$ cat src/rtl/axil_cmd_master.sv
// axil_cmd_master: turns single-beat host commands into AXI-Lite read/write
// transactions, one outstanding at a time, and returns each completion on a
// response handshake. A per-transaction watchdog aborts a hung slave with an
// error response so the command source never stalls forever.
module axil_cmd_master #(
  parameter int TIMEOUT_CYCLES = 1024
) (
  input  logic        clk,
  input  logic        rst_n,
  // command handshake
  input  logic        cmd_valid,
  output logic        cmd_ready,
  input  logic        cmd_write,
  input  logic [31:0] cmd_addr,
  input  logic [31:0] cmd_wdata,
  input  logic [3:0]  cmd_wstrb,
  // response handshake
  output logic        rsp_valid,
  input  logic        rsp_ready,
  output logic [31:0] rsp_rdata,
  output logic [1:0]  rsp_resp,
  output logic        rsp_write,
  output logic        rsp_timeout,
  output logic        busy,
  // AXI-Lite write address / data / response
  output logic        m_awvalid,
  input  logic        m_awready,
  output logic [31:0] m_awaddr,
  output logic        m_wvalid,
  input  logic        m_wready,
  output logic [31:0] m_wdata,
  output logic [3:0]  m_wstrb,
  input  logic        m_bvalid,
  output logic        m_bready,
  input  logic [1:0]  m_bresp,
  // AXI-Lite read address / data
  output logic        m_arvalid,
  input  logic        m_arready,
  output logic [31:0] m_araddr,
  input  logic        m_rvalid,
  output logic        m_rready,
  input  logic [31:0] m_rdata,
  input  logic [1:0]  m_rresp
);

  localparam int               CNT_W       = (TIMEOUT_CYCLES > 0) ? $clog2(TIMEOUT_CYCLES + 1) : 1;
  localparam logic             WD_EN       = (TIMEOUT_CYCLES > 0);
  // The abort fires on the edge that carries the count to TIMEOUT_CYCLES.
  localparam logic [CNT_W-1:0] WD_LAST     = (TIMEOUT_CYCLES > 0) ? CNT_W'(TIMEOUT_CYCLES - 1) : '0;
  localparam logic [1:0]       RESP_SLVERR = 2'b10;

  typedef enum logic [2:0] {
    IDLE    = 3'd0,
    WR_REQ  = 3'd1,
    WR_RESP = 3'd2,
    RD_REQ  = 3'd3,
    RD_RESP = 3'd4,
    RSP     = 3'd5
  } state_t;

  state_t           state, state_next;
  logic             aw_done, aw_done_next;
  logic             w_done, w_done_next;
  logic [CNT_W-1:0] wd_cnt, wd_cnt_next;

  logic        cmd_ready_next, busy_next;
  logic        rsp_valid_next, rsp_write_next, rsp_timeout_next;
  logic [31:0] rsp_rdata_next;
  logic [1:0]  rsp_resp_next;
  logic        m_awvalid_next, m_wvalid_next, m_bready_next, m_arvalid_next, m_rready_next;
  logic [31:0] m_awaddr_next, m_wdata_next, m_araddr_next;
  logic [3:0]  m_wstrb_next;

  logic accept, aw_hs, w_hs, b_hs, ar_hs, r_hs, rsp_hs, active, done_hs, wd_fire;

  // Word alignment discards the byte offset of the command address.
  logic unused_addr_bits;
  assign unused_addr_bits = ^cmd_addr[1:0];

  assign accept  = (state == IDLE) && cmd_valid && cmd_ready;
  assign aw_hs   = m_awvalid && m_awready;
  assign w_hs    = m_wvalid && m_wready;
  assign b_hs    = m_bvalid && m_bready;
  assign ar_hs   = m_arvalid && m_arready;
  assign r_hs    = m_rvalid && m_rready;
  assign rsp_hs  = rsp_valid && rsp_ready;
  assign active  = (state == WR_REQ) || (state == WR_RESP) || (state == RD_REQ) || (state == RD_RESP);
  assign done_hs = ((state == WR_RESP) && b_hs) || ((state == RD_RESP) && r_hs);
  assign wd_fire = WD_EN && active && (wd_cnt == WD_LAST) && !done_hs;

  // State register.
  always_ff @(posedge clk or negedge rst_n) begin
    if (!rst_n) begin
      state <= IDLE;
    end else begin
      state <= state_next;
    end
  end

  // Next-state and next-output computation; the watchdog abort overrides the normal flow.
  always_comb begin
    state_next       = state;
    aw_done_next     = aw_done;
    w_done_next      = w_done;
    rsp_valid_next   = rsp_valid;
    rsp_rdata_next   = rsp_rdata;
    rsp_resp_next    = rsp_resp;
    rsp_write_next   = rsp_write;
    rsp_timeout_next = rsp_timeout;
    m_awvalid_next   = m_awvalid;
    m_awaddr_next    = m_awaddr;
    m_wvalid_next    = m_wvalid;
    m_wdata_next     = m_wdata;
    m_wstrb_next     = m_wstrb;
    m_bready_next    = m_bready;
    m_arvalid_next   = m_arvalid;
    m_araddr_next    = m_araddr;
    m_rready_next    = m_rready;

    if (accept) begin
      wd_cnt_next = '0;
    end else if (active) begin
      wd_cnt_next = wd_cnt + CNT_W'(1);
    end else begin
      wd_cnt_next = wd_cnt;
    end

    case (state)
      IDLE: begin
        if (accept) begin
          aw_done_next = 1'b0;
          w_done_next  = 1'b0;
          if (cmd_write) begin
            state_next     = WR_REQ;
            m_awvalid_next = 1'b1;
            m_wvalid_next  = 1'b1;
            m_awaddr_next  = {cmd_addr[31:2], 2'b00};
            m_wdata_next   = cmd_wdata;
            m_wstrb_next   = cmd_wstrb;
          end else begin
            state_next     = RD_REQ;
            m_arvalid_next = 1'b1;
            m_araddr_next  = {cmd_addr[31:2], 2'b00};
          end
        end else begin
          state_next = IDLE;
        end
      end
      WR_REQ: begin
        // AW and W complete independently; each valid drops after its own handshake.
        if (aw_hs) begin
          m_awvalid_next = 1'b0;
          aw_done_next   = 1'b1;
        end else begin
          aw_done_next = aw_done;
        end
        if (w_hs) begin
          m_wvalid_next = 1'b0;
          w_done_next   = 1'b1;
        end else begin
          w_done_next = w_done;
        end
        if ((aw_done || aw_hs) && (w_done || w_hs)) begin
          state_next    = WR_RESP;
          m_bready_next = 1'b1;
        end else begin
          state_next = WR_REQ;
        end
      end
      WR_RESP: begin
        if (b_hs) begin
          state_next       = RSP;
          m_bready_next    = 1'b0;
          rsp_valid_next   = 1'b1;
          rsp_rdata_next   = 32'h0000_0000;
          rsp_resp_next    = m_bresp;
          rsp_write_next   = 1'b1;
          rsp_timeout_next = 1'b0;
        end else begin
          state_next = WR_RESP;
        end
      end
      RD_REQ: begin
        if (ar_hs) begin
          state_next     = RD_RESP;
          m_arvalid_next = 1'b0;
          m_rready_next  = 1'b1;
        end else begin
          state_next = RD_REQ;
        end
      end
      RD_RESP: begin
        if (r_hs) begin
          state_next       = RSP;
          m_rready_next    = 1'b0;
          rsp_valid_next   = 1'b1;
          rsp_rdata_next   = m_rdata;
          rsp_resp_next    = m_rresp;
          rsp_write_next   = 1'b0;
          rsp_timeout_next = 1'b0;
        end else begin
          state_next = RD_RESP;
        end
      end
      RSP: begin
        // Return to IDLE first so no command is accepted on the response edge.
        if (rsp_hs) begin
          state_next     = IDLE;
          rsp_valid_next = 1'b0;
        end else begin
          state_next = RSP;
        end
      end
      default: begin
        state_next     = IDLE;
        m_awvalid_next = 1'b0;
        m_wvalid_next  = 1'b0;
        m_bready_next  = 1'b0;
        m_arvalid_next = 1'b0;
        m_rready_next  = 1'b0;
        rsp_valid_next = 1'b0;
      end
    endcase

    if (wd_fire) begin
      state_next       = RSP;
      m_awvalid_next   = 1'b0;
      m_wvalid_next    = 1'b0;
      m_bready_next    = 1'b0;
      m_arvalid_next   = 1'b0;
      m_rready_next    = 1'b0;
      rsp_valid_next   = 1'b1;
      rsp_rdata_next   = 32'h0000_0000;
      rsp_resp_next    = RESP_SLVERR;
      rsp_write_next   = (state == WR_REQ) || (state == WR_RESP);
      rsp_timeout_next = 1'b1;
    end else begin
      rsp_timeout_next = rsp_timeout_next;
    end

    cmd_ready_next = (state_next == IDLE);
    busy_next      = (state_next != IDLE);
  end

  // Registered outputs, handshake progress flags and watchdog counter.
  always_ff @(posedge clk or negedge rst_n) begin
    if (!rst_n) begin
      aw_done     <= 1'b0;
      w_done      <= 1'b0;
      wd_cnt      <= '0;
      cmd_ready   <= 1'b0;
      busy        <= 1'b0;
      rsp_valid   <= 1'b0;
      rsp_rdata   <= 32'h0000_0000;
      rsp_resp    <= 2'b00;
      rsp_write   <= 1'b0;
      rsp_timeout <= 1'b0;
      m_awvalid   <= 1'b0;
      m_awaddr    <= 32'h0000_0000;
      m_wvalid    <= 1'b0;
      m_wdata     <= 32'h0000_0000;
      m_wstrb     <= 4'h0;
      m_bready    <= 1'b0;
      m_arvalid   <= 1'b0;
      m_araddr    <= 32'h0000_0000;
      m_rready    <= 1'b0;
    end else begin
      aw_done     <= aw_done_next;
      w_done      <= w_done_next;
      wd_cnt      <= wd_cnt_next;
      cmd_ready   <= cmd_ready_next;
      busy        <= busy_next;
      rsp_valid   <= rsp_valid_next;
      rsp_rdata   <= rsp_rdata_next;
      rsp_resp    <= rsp_resp_next;
      rsp_write   <= rsp_write_next;
      rsp_timeout <= rsp_timeout_next;
      m_awvalid   <= m_awvalid_next;
      m_awaddr    <= m_awaddr_next;
      m_wvalid    <= m_wvalid_next;
      m_wdata     <= m_wdata_next;
      m_wstrb     <= m_wstrb_next;
      m_bready    <= m_bready_next;
      m_arvalid   <= m_arvalid_next;
      m_araddr    <= m_araddr_next;
      m_rready    <= m_rready_next;
    end
  end

endmodule
$ cat config.mk
export PLATFORM = sky130hd
export DESIGN_NAME = axil_cmd_master
export DESIGN_NICKNAME = d
export VERILOG_FILES = /design/src/rtl/axil_cmd_master.sv
export SDC_FILE = /design/constraint.sdc
export NUM_CORES = 1
export LEC_CHECK = 0
export ABC_CLOCK_PERIOD_IN_PS = 4400
export BUFFER_PORTS_ARGS = -buffer_cell sky130_fd_sc_hd__buf_2
export CORE_UTILIZATION = 40
export CTS_BUF_LIST = sky130_fd_sc_hd__clkbuf_8
export DETAILED_ROUTE_END_ITERATION = 8
export HOLD_SLACK_MARGIN = 0.08
export PLACE_DENSITY = 0.68
export REMOVE_ABC_BUFFERS = 1
export SETUP_SLACK_MARGIN = 0.15
export SLEW_MARGIN = 20
export SYNTH_ARGS = -nofsm -noshare
export SYNTH_HDL_FRONTEND = slang
export SYNTH_SLANG_ARGS = --single-unit
$ cat constraint.sdc
create_clock -name clk -period 4.4 [get_ports clk]
set_input_delay 0.44 -clock clk [delete_from_list [all_inputs] [get_ports clk]]
set_output_delay 0.44 -clock clk [all_outputs]
set_load 0.02 [all_outputs]
# [Yosys cells after proc, flatten, opt, wreduce, memory -nomap -nowiden]
# Cells that the tools add are included.
[word_totals] regBits=156 in_bits=114
[op_classes] addsub=1 bitwise_logic=1 reduce_logical=42 n_eq_ne=24 n_mux=54
[ops] cell="$mux W32" n=3
[ops] cell="$pmux W32 S2" n=1
[ops] cell="$ne A3 B3 Y1 const B" n=9
[ops] cell="$mux W1" n=26
[ops] cell="$mux W11" n=2
[ops] cell="$reduce_and A3 Y1" n=7
[ops] cell="$pmux W3 S6" n=1
[ops] cell="$reduce_and A4 Y1" n=4
[ops] cell="$reduce_or A4 Y1" n=4
[ops] cell="$mux W3" n=5
[ops] cell="$pmux W1 S3" n=5
[ops] cell="$logic_and A1 B1 Y1" n=13
[ops] cell="$add A11 B1 Y11 const B" n=1
[ops] cell="$eq A11 B10 Y1 const B" n=1
[ops] cell="$mux W2" n=5
[ops] cell="$ne A2 B1 Y1 const B" n=5
[ops] cell="$pmux W1 S2" n=4
[ops] cell="$eq A3 B2 Y1 const B" n=2
[ops] cell="$eq A3 B3 Y1 const B" n=2
[ops] cell="$logic_not A3 Y1" n=2
[ops] cell="$logic_or A1 B1 Y1" n=6
[ops] cell="$ne A2 B2 Y1 const B" n=3
[ops] cell="$reduce_bool A3 Y1" n=2
[ops] cell="$pmux W1 S4" n=1
[ops] cell="7 further kinds" n=8

# [Logic depth before layout (Yosys ltp)]
# Gate-level depths: netlist of the first run.
[depth] depth_word=8 depth_mapped=7

# [Worst setup path before layout of the first run]
# Ideal clock, no wire load.
[synth_path] path_type="reg2reg" start="register state[2]" end="register cmd_ready" synth_period_minus_slack_ns=1.714 arrival_time_ns=1.646 path_slack_ns=2.686 stages_incl_launch_ff=6 cell_sequence="dfrtp_1 -> buf_6 -> nor3b_4 -> a221o_1 -> a2111oi_4 -> and4b_1"
[synth_via] elab_chain_cells=8 word_cells_on_any_way=21 cone_classes="eq/ne (5); mux (3); reduce/logical (13)"
[synth_rtl] item="from (decl)" line_no="61" text="state_t state, state_next;"
[synth_rtl] item="from (signal assigned)" line_no="96" text="state <= state_next;"
[synth_rtl] item="parallel branches: the longest is 6 deep, another holds $pmux W3 S6"
[synth_rtl] item="$mux W3 *" line_no="225" text="if (wd_fire) begin"
[synth_rtl] item="$logic_not A3 Y1 *" line_no="241" text="cmd_ready_next = (state_next == IDLE);"
[synth_rtl] item="net cmd_ready_next" line_no="66" text="logic cmd_ready_next, busy_next;"
[synth_rtl] item="to (signal assigned)" line_no="271" text="cmd_ready <= cmd_ready_next;"
[synth_rtl] item="to (decl)" line_no="12" text="output logic cmd_ready,"
# Mark *: on every way through the listed nets, which the timed path passes.
# A chain may end at the register's enable or synchronous reset.

# [Worst setup path in the final report of the first run]
[layout_path] start="register state[0]" end="register m_wdata[15]"
[layout_via] elab_chain_cells=4
[layout_rtl] item="$logic_not A3 Y1 *" line_no="80, 128"
[layout_rtl] item="$logic_and A1 B1 Y1 (2 in a row)" line_no="80" text="assign accept = (state == IDLE) && cmd_valid && cmd_ready;"
[layout_rtl] item="$reduce_and A3 Y1 (no source line) *"
[layout_rtl] item="to (signal assigned)" line_no="281" text="m_wdata <= m_wdata_next;"
[layout_rtl] item="to (decl)" line_no="31" text="output logic [31:0] m_wdata,"
# Every way passes the cells marked *; elsewhere a longest branch is shown, timed or not.

==> impl_results.md, run 1 <==
- # H-tree levels: 4
- Antenna Nets Post-Route: 0
- Fillcell total: 1358
- GRT Total Usage: between 15 and 20%
- Area grow syn2layout: 27.94%
- ANT cells: 0
- GRT Residual Overflow: 0
- Vias in the first global route: ~4800
- Die area: 16390 sq um
- Psw: 586.9 uW
- Initial antenna violation count: 1
- RSZ-0062 raised after global routing: false
- Largest net degree at the start of global routing: between 100 and 150
- Clock-pin slew on the worst setup and hold paths: roughly 0.080 ns
- DRC: 0
- Static Leak: ~4.6 nW
- Area leader, netlist: dfrtp_1
- Outcome: finished, final reports clean
- Via count: 4590
- Ranking of synthesized cells by area: dfrtp_1 61%, mux2_2 17%, a22o_1 4.4%, a21oi_1 1.2%, buf_4 1.1%
- Clock skew: just over 0.009 ns
- Clock sink total: 156
- RePlAce Congestion: roughly 0.77
- Total power draw: around 2.5 mW
- Final Cycle Share: between 50% and 60%
- Mapped Avg Cell Area: ~14 sq um
- Final hold violation count: 0
- Num CTS Buffers: 17
- CTS Buffer Depth: 2
- Die Wd: around 130 um
- Hold buffer count at CTS: 0
- Post-CTS setup buffers: 0
- HP Class: primary input to asynchronous set/reset pin
- Clk pwr share: 39.6%
- Yosys reg bits: 156
- Most numerous cell in the Yosys netlist: dfrtp_1
- Worst R2R Start: state[0]$_DFF_PN0_
- Register area: a little under 4000 sq um
- Peak Freq: 395.2 MHz
- Synthesized area: 6351 sq um
- Vias per inst: a little under 5
- Worst Setup Path Type: flop to flop
- Worst IR drop on VDD: ~170 uV
- Initial Util: between 40 and 50%
- I/O pin total: 258
- Cell Rows: 45
- TritonCTS clock tree: built
- R2R depth: 5
- Setup TNS: 0 ns
- Post-DP HPWL: 10160 um
- Worst Path Max Fanout: 66
- Minimum clock period: about 2.5 ns
- Routed WL: 14500 um
- Async S/R FF share, synth: between 90% and 100%
- Register share of total power: ~57%
- Critical Path RT: 4.72 ns
- Worst-margin pin slew: 0.8928 ns
- Die height: 128.0 um
- IO buf count: between 200 and 300
- Arrival @ worst endpoint: 2.85 ns
- Yosys warning count: 0
- Layout cells sized above 1: 54.70%
- Worst reg2reg endpoint: m_wdata[15]$_DFFE_PN0P_
- Avg WL per Cell: 15.69 um
- Most used DFF post-synth: dfrtp_1
- Initial DRC count: 177
- Distinct cells, synth: 57
- Clk Latency, worst-skew pair: 0.43 ns
- Fin. max-slew vios: 0
- Area occupied by multi-input gates: 2277 sq um
- Fin nets: between 800 and 900
- Max_slew headroom: between 40% and 50%
- PwrDens: 310.2 nW/um^2
- Share of the synthesized area in the top cell type: 61.47%
- Int Power: a little under 2 mW
- Crit. End Element: flop
- Combinational share of power: 3.5%
- CP startpoint kind: flop
- Post-Syn Instances: 453
- Sw Share: 23.28%
- Clock Tree Root: clkbuf_8
- CORE AREA: 15370 sq um
- Register area share after synthesis: 61.47%
- Max cap viols: 0
- Number of synthesized flops with an enable pin: 0
- CTS resizes: 0
- Detailed Routing Iterations Pass 1: 4
- Synth top cells by count: 156 x dfrtp_1, 94 x mux2_2, 32 x a22o_1, 17 x nand2_1, 16 x nor2_1
- First-pass GRT wire length: 23180 um
- Reg-to-reg setup timing slack: ~1.9 ns
- Final setup viols: 0
==> power groups by stage <==
stage	combinational, mW	clock (mW)	sequential (mW)
2_1_floorplan	0.00663	0	1.46
3_3_place_gp	0.0873	0	1.46
3_5_place_dp	0.0917	0	1.46
4_1_cts	0.0918	1.04	1.43
5_1_grt	0.102	1.10	1.43
6_report	0.0888	0.998	1.43
==> layout make-up <==
cell class	count	area share (%)
Tap cell	211	3.249
Multi-Input combinational cell	265	28.03
Sequential cell	156	48.04
Inverter	5	0.2310
Clock buffer	18	3.049
Clock inverter	14	1.463
Timing Repair Buffer	255	15.94
==> through the flow <==
stage | area, sq um | instances | utilization, % | hold slack (ns) | setup slack (ns)
floorplan | 6192 | 426 | - | 0.1444 | 1.738
global placement | 7755 | 892 | 50.45 | 0.4665 | 1.906
detailed placement | 7755 | 892 | 50.45 | 0.4729 | 1.856
CTS | 8122 | 924 | 52.84 | 0.1695 | 1.851
global route | 8125 | 924 | 52.86 | 0.1667 | 1.665
finish | 8125 | 924 | 52.86 | 0.08922 | 1.870
==> cells by family (layout without fill, tap and decap cells) <==
family	Yosys count	after routing	share of synthesized area, %
adder cells (fa/ha/maj)	1	1	0.1970
other	1	4	0.05904
AO/OA/AOI/OAI	70	70	8.570
flip-flops	156	156	61.47
XOR/XNOR	6	6	0.8274
buffers and inverters	35	292	2.975
multiplexers	101	101	17.83
AND/OR/NAND/NOR	83	83	8.077
==> routing by layer <==
layer	vias to the layer above	GRT usage [%]	routed length, um
met1	2249	21.17	6130
met4	2	8.166	319
met5	-	0	13
met3	30	7.137	1254
met2	190	29.70	6780
li1	2119	-	-
==> critical path, cell delays in order (launching register included) <==
cell	delay (ns)
dfrtp_1	0.73
nand4bb_4	0.31
nor2_4	0.10
nand2_2	0.15
buf_4	0.65
mux2_2	0.41
==> flip-flops by register name, indices dropped and copies added, names as in the netlist, 2 cells and up <==
register,count
m_wstrb,4
wd_cnt,11
m_awaddr,30
rsp_rdata,32
m_wdata,32
rsp_resp,2
m_araddr,30
state,3
==> placed cells by master, fill, tap and decap left out, types with 5 or more instances in the layout <==
cell,count
nand2_1,17
xor2_1,5
buf_2,250
mux2_2,94
clkbuf_8,19
inv_1,7
o21ai_0,7
nor2_1,16
nand3_1,7
a21oi_1,15
dfrtp_1,156
a22o_1,32
nand4_1,5
==> how the worst max path moves through the flow <==
stage / slack [ns] / startpoint / to
2_1_floorplan: 1.74 / state[0]$_DFF_PN0_ / cmd_ready$_DFF_PN0_
3_3_place_gp: 1.91 / state[0]$_DFF_PN0_ / m_wdata[29]$_DFFE_PN0P_
3_5_place_dp: 1.86 / state[0]$_DFF_PN0_ / m_wdata[19]$_DFFE_PN0P_
4_1_cts: 1.85 / state[0]$_DFF_PN0_ / m_awaddr[2]$_DFFE_PN0P_
5_1_grt: 1.67 / state[0]$_DFF_PN0_ / m_awaddr[8]$_DFFE_PN0P_
6_report: 1.87 / state[0]$_DFF_PN0_ / m_wdata[15]$_DFFE_PN0P_
No activity file was read; power rests on OpenSTA's default activity.
==> inputs of run 2 (changes only) <==
- ABC_CLOCK_PERIOD_IN_PS: 4400 -> 2550
- clock period: 4.4 -> 2.55 ns (I/O delays scaled with it)
==> impl_results.md, run 2 (synthesis results as in run 1) <==
- CP startpoint kind: flop
- Critical Path RT: 2.88 ns (-1.84 ns)
- Max cap viols: 0 (unchanged)
- Crit. End Element: flop
- PwrDens: 504.3 nW/um^2 (+63%)
- Post-DP HPWL: 10720 um (+5.4%)
- Slowest CP cell: dfrtp_1
- CORE AREA: 15370 sq um (unchanged)
- # H-tree levels: 4 (unchanged)
- Fin util: 60.36% (+7.5 points)
- WP buf/inv: 1 (unchanged)
- Detailed Routing Iterations Pass 1: 4 (unchanged)
- Via count: 5124 (+12%)
- Final hold violation count: 0 (unchanged)
- GRT Residual Overflow: 0 (unchanged)
- Layout cells sized above 1: 48.60% (-6.1 points)
- I/O pin total: 258 (unchanged)
- Initial DRC count: 162 (-8.5%)
- ANT cells: 0 (unchanged)
- IO buf count: 251 (unchanged)
- Clock-pin slew on the worst setup and hold paths: 0.09 ns (about the same)
- Avg WL per Cell: 16.54 um (+5.4%)
- Worst IR drop on VDD: 510.1 uV (+200%)
- Antenna Nets Post-Route: 0 (unchanged)
- HP Class: primary input to flop
- Fin. max-slew vios: 0 (unchanged)
- Worst-margin pin slew: 0.6950 ns (-0.1978 ns)
- Final Cycle Share: 83.93% (+26 points)
- Vias per inst: 4.965 (about the same)
- Top delay family on crit path: flip-flops
- Cell chain of the critical path: nand4bb_4 -> nor3_4 -> buf_4 -> mux2_2
- Max_slew headroom: 53.67% (+13 points)
- Static Leak: 5.090 nW (+11%)
- Worst Setup Path Type: flop to flop
- RePlAce Congestion: 0.8023 (+4.8%)
- Hold Path Stages: 3
- Fin area: 9278 sq um (+14%)
- Vias in the first global route: 5419 (+13%)
- Routed WL: 17070 um (+18%)
- Most common cell after layout, fill and taps aside: buf_2
- Minimum clock period: 2.140 ns (-0.3900 ns)
- Clock sink total: 156 (unchanged)
- First-pass GRT wire length: 26920 um (+16%)
- CP Depth: 4 (-1)
- Placed inst area: 7873 sq um (+1.5%)
- RSZ-0062 raised after global routing: false
- Most frequent cells in the layout: 250 x buf_2, 156 x dfrtp_1, 99 x dlygate4sd3_1
- Clock skew: 0.01162 ns (+0.002320 ns)
- Arrival @ worst endpoint: 2.47 ns (-0.38 ns)
- Clock Tree Root: clkbuf_8
- Peak Freq: 467.2 MHz (+18%)
- CTS Buffer Depth: 2 (unchanged)
- Die area: 16390 sq um (unchanged)
- Clk Latency, worst-skew pair: 0.44 ns (about the same)
- Area grow syn2layout: 46.08%
- TritonCTS clock tree: built
- Num CTS Buffers: 17 (unchanged)
- Initial Util: 41.32% (unchanged)
- Initial antenna violation count: 0 (-1)
- Outcome: finished, final reports clean
- Cell Rows: 45 (unchanged)
- Fin nets: 923 (+13%)
- R2R depth: 4 (-1)
- GRT Total Usage: 21.41% (+3.2 points)
- Worst Path Max Fanout: 28 (-58%)
- Hold Slack: 0.1406 ns (+0.05138 ns)
- Die Wd: 128.0 um (unchanged)
- Largest regs: m_wdata x32, rsp_rdata x32
- Final setup viols: 0 (unchanged)
- Largest net degree at the start of global routing: 74 (-35%)
- Setup TNS: 0 ns (unchanged)
- Die height: 128.0 um (unchanged)
- CP max stage delay: 0.62 ns (-0.11 ns)
- DRC: 0 (unchanged)
-- run 2: worst paths after layout --
check                                              start                        to  slack [ns]
worst min-delay path                          m_bresp[0]   rsp_resp[0]$_DFFE_PN0P_        0.14
worst max-delay path                  state[0]$_DFF_PN0_  m_araddr[31]$_DFFE_PN0P_        0.41
min in group asynchronous                          rst_n       aw_done$_DFFE_PN0P_        0.43
worst max register to register        state[0]$_DFF_PN0_  m_araddr[31]$_DFFE_PN0P_        0.41
worst min register to register  m_araddr[10]$_DFFE_PN0P_  m_araddr[10]$_DFFE_PN0P_        0.50
max in group asynchronous                          rst_n   m_wdata[15]$_DFFE_PN0P_        1.44
-- run 2: what timing repair did --
action,CTS,global route
endpoints found under the hold margin,199,0
hold buffers,99,0
resized for setup,0,0
setup buffers,0,0
-- run 2: per-layer routing --
| layer | track usage (%) | wire length, um | vias to the layer above |
|---|---|---|---|
| met3 | 8.139 | 1302 | 35 |
| met2 | 36.89 | 8548 | 225 |
| met5 | 0 | 0 | - |
| met4 | 8.166 | 437 | 0 |
| met1 | 24.00 | 6783 | 2526 |
| li1 | - | - | 2338 |
-- run 2: report_power, final --
group / internal, mW / switching (mW)
logic: 0.170 / 0.116
registers: 2.47 / 0.00125
clock network: 0.912 / 1.01
total: 3.55 / 1.12
-- run 2: layout make-up --
class                   instances  area, sq um
repair buffers                363         2401
clock buffers                  17        234.0
inverters                       5        18.77
well taps                     211        264.0
flip-flops and latches        156         3904
fillers                      1176         6093
multi-input cells             265         2276
clock inverters                15        180.2
-- run 2: worst min-delay path, delay by kind of cell --
| kind | cells | cell delay (ns) |
|---|---|---|
| buf+inv | 1 | 0.09 |
| mux | 1 | 0.11 |
| compound gates | 1 | 0.08 |
-- run 2: stage by stage --
stage | power [mW] | worst slack [ns] | std cells
floorplan | 2.536 | -0.1119 | 426
global placement | 2.680 | 0.4762 | 901
detailed placement | 2.688 | 0.4497 | 901
CTS | 4.742 | 0.4369 | 1032
global route | 4.887 | 0.3537 | 1032
finish | 4.679 | 0.4098 | 1032
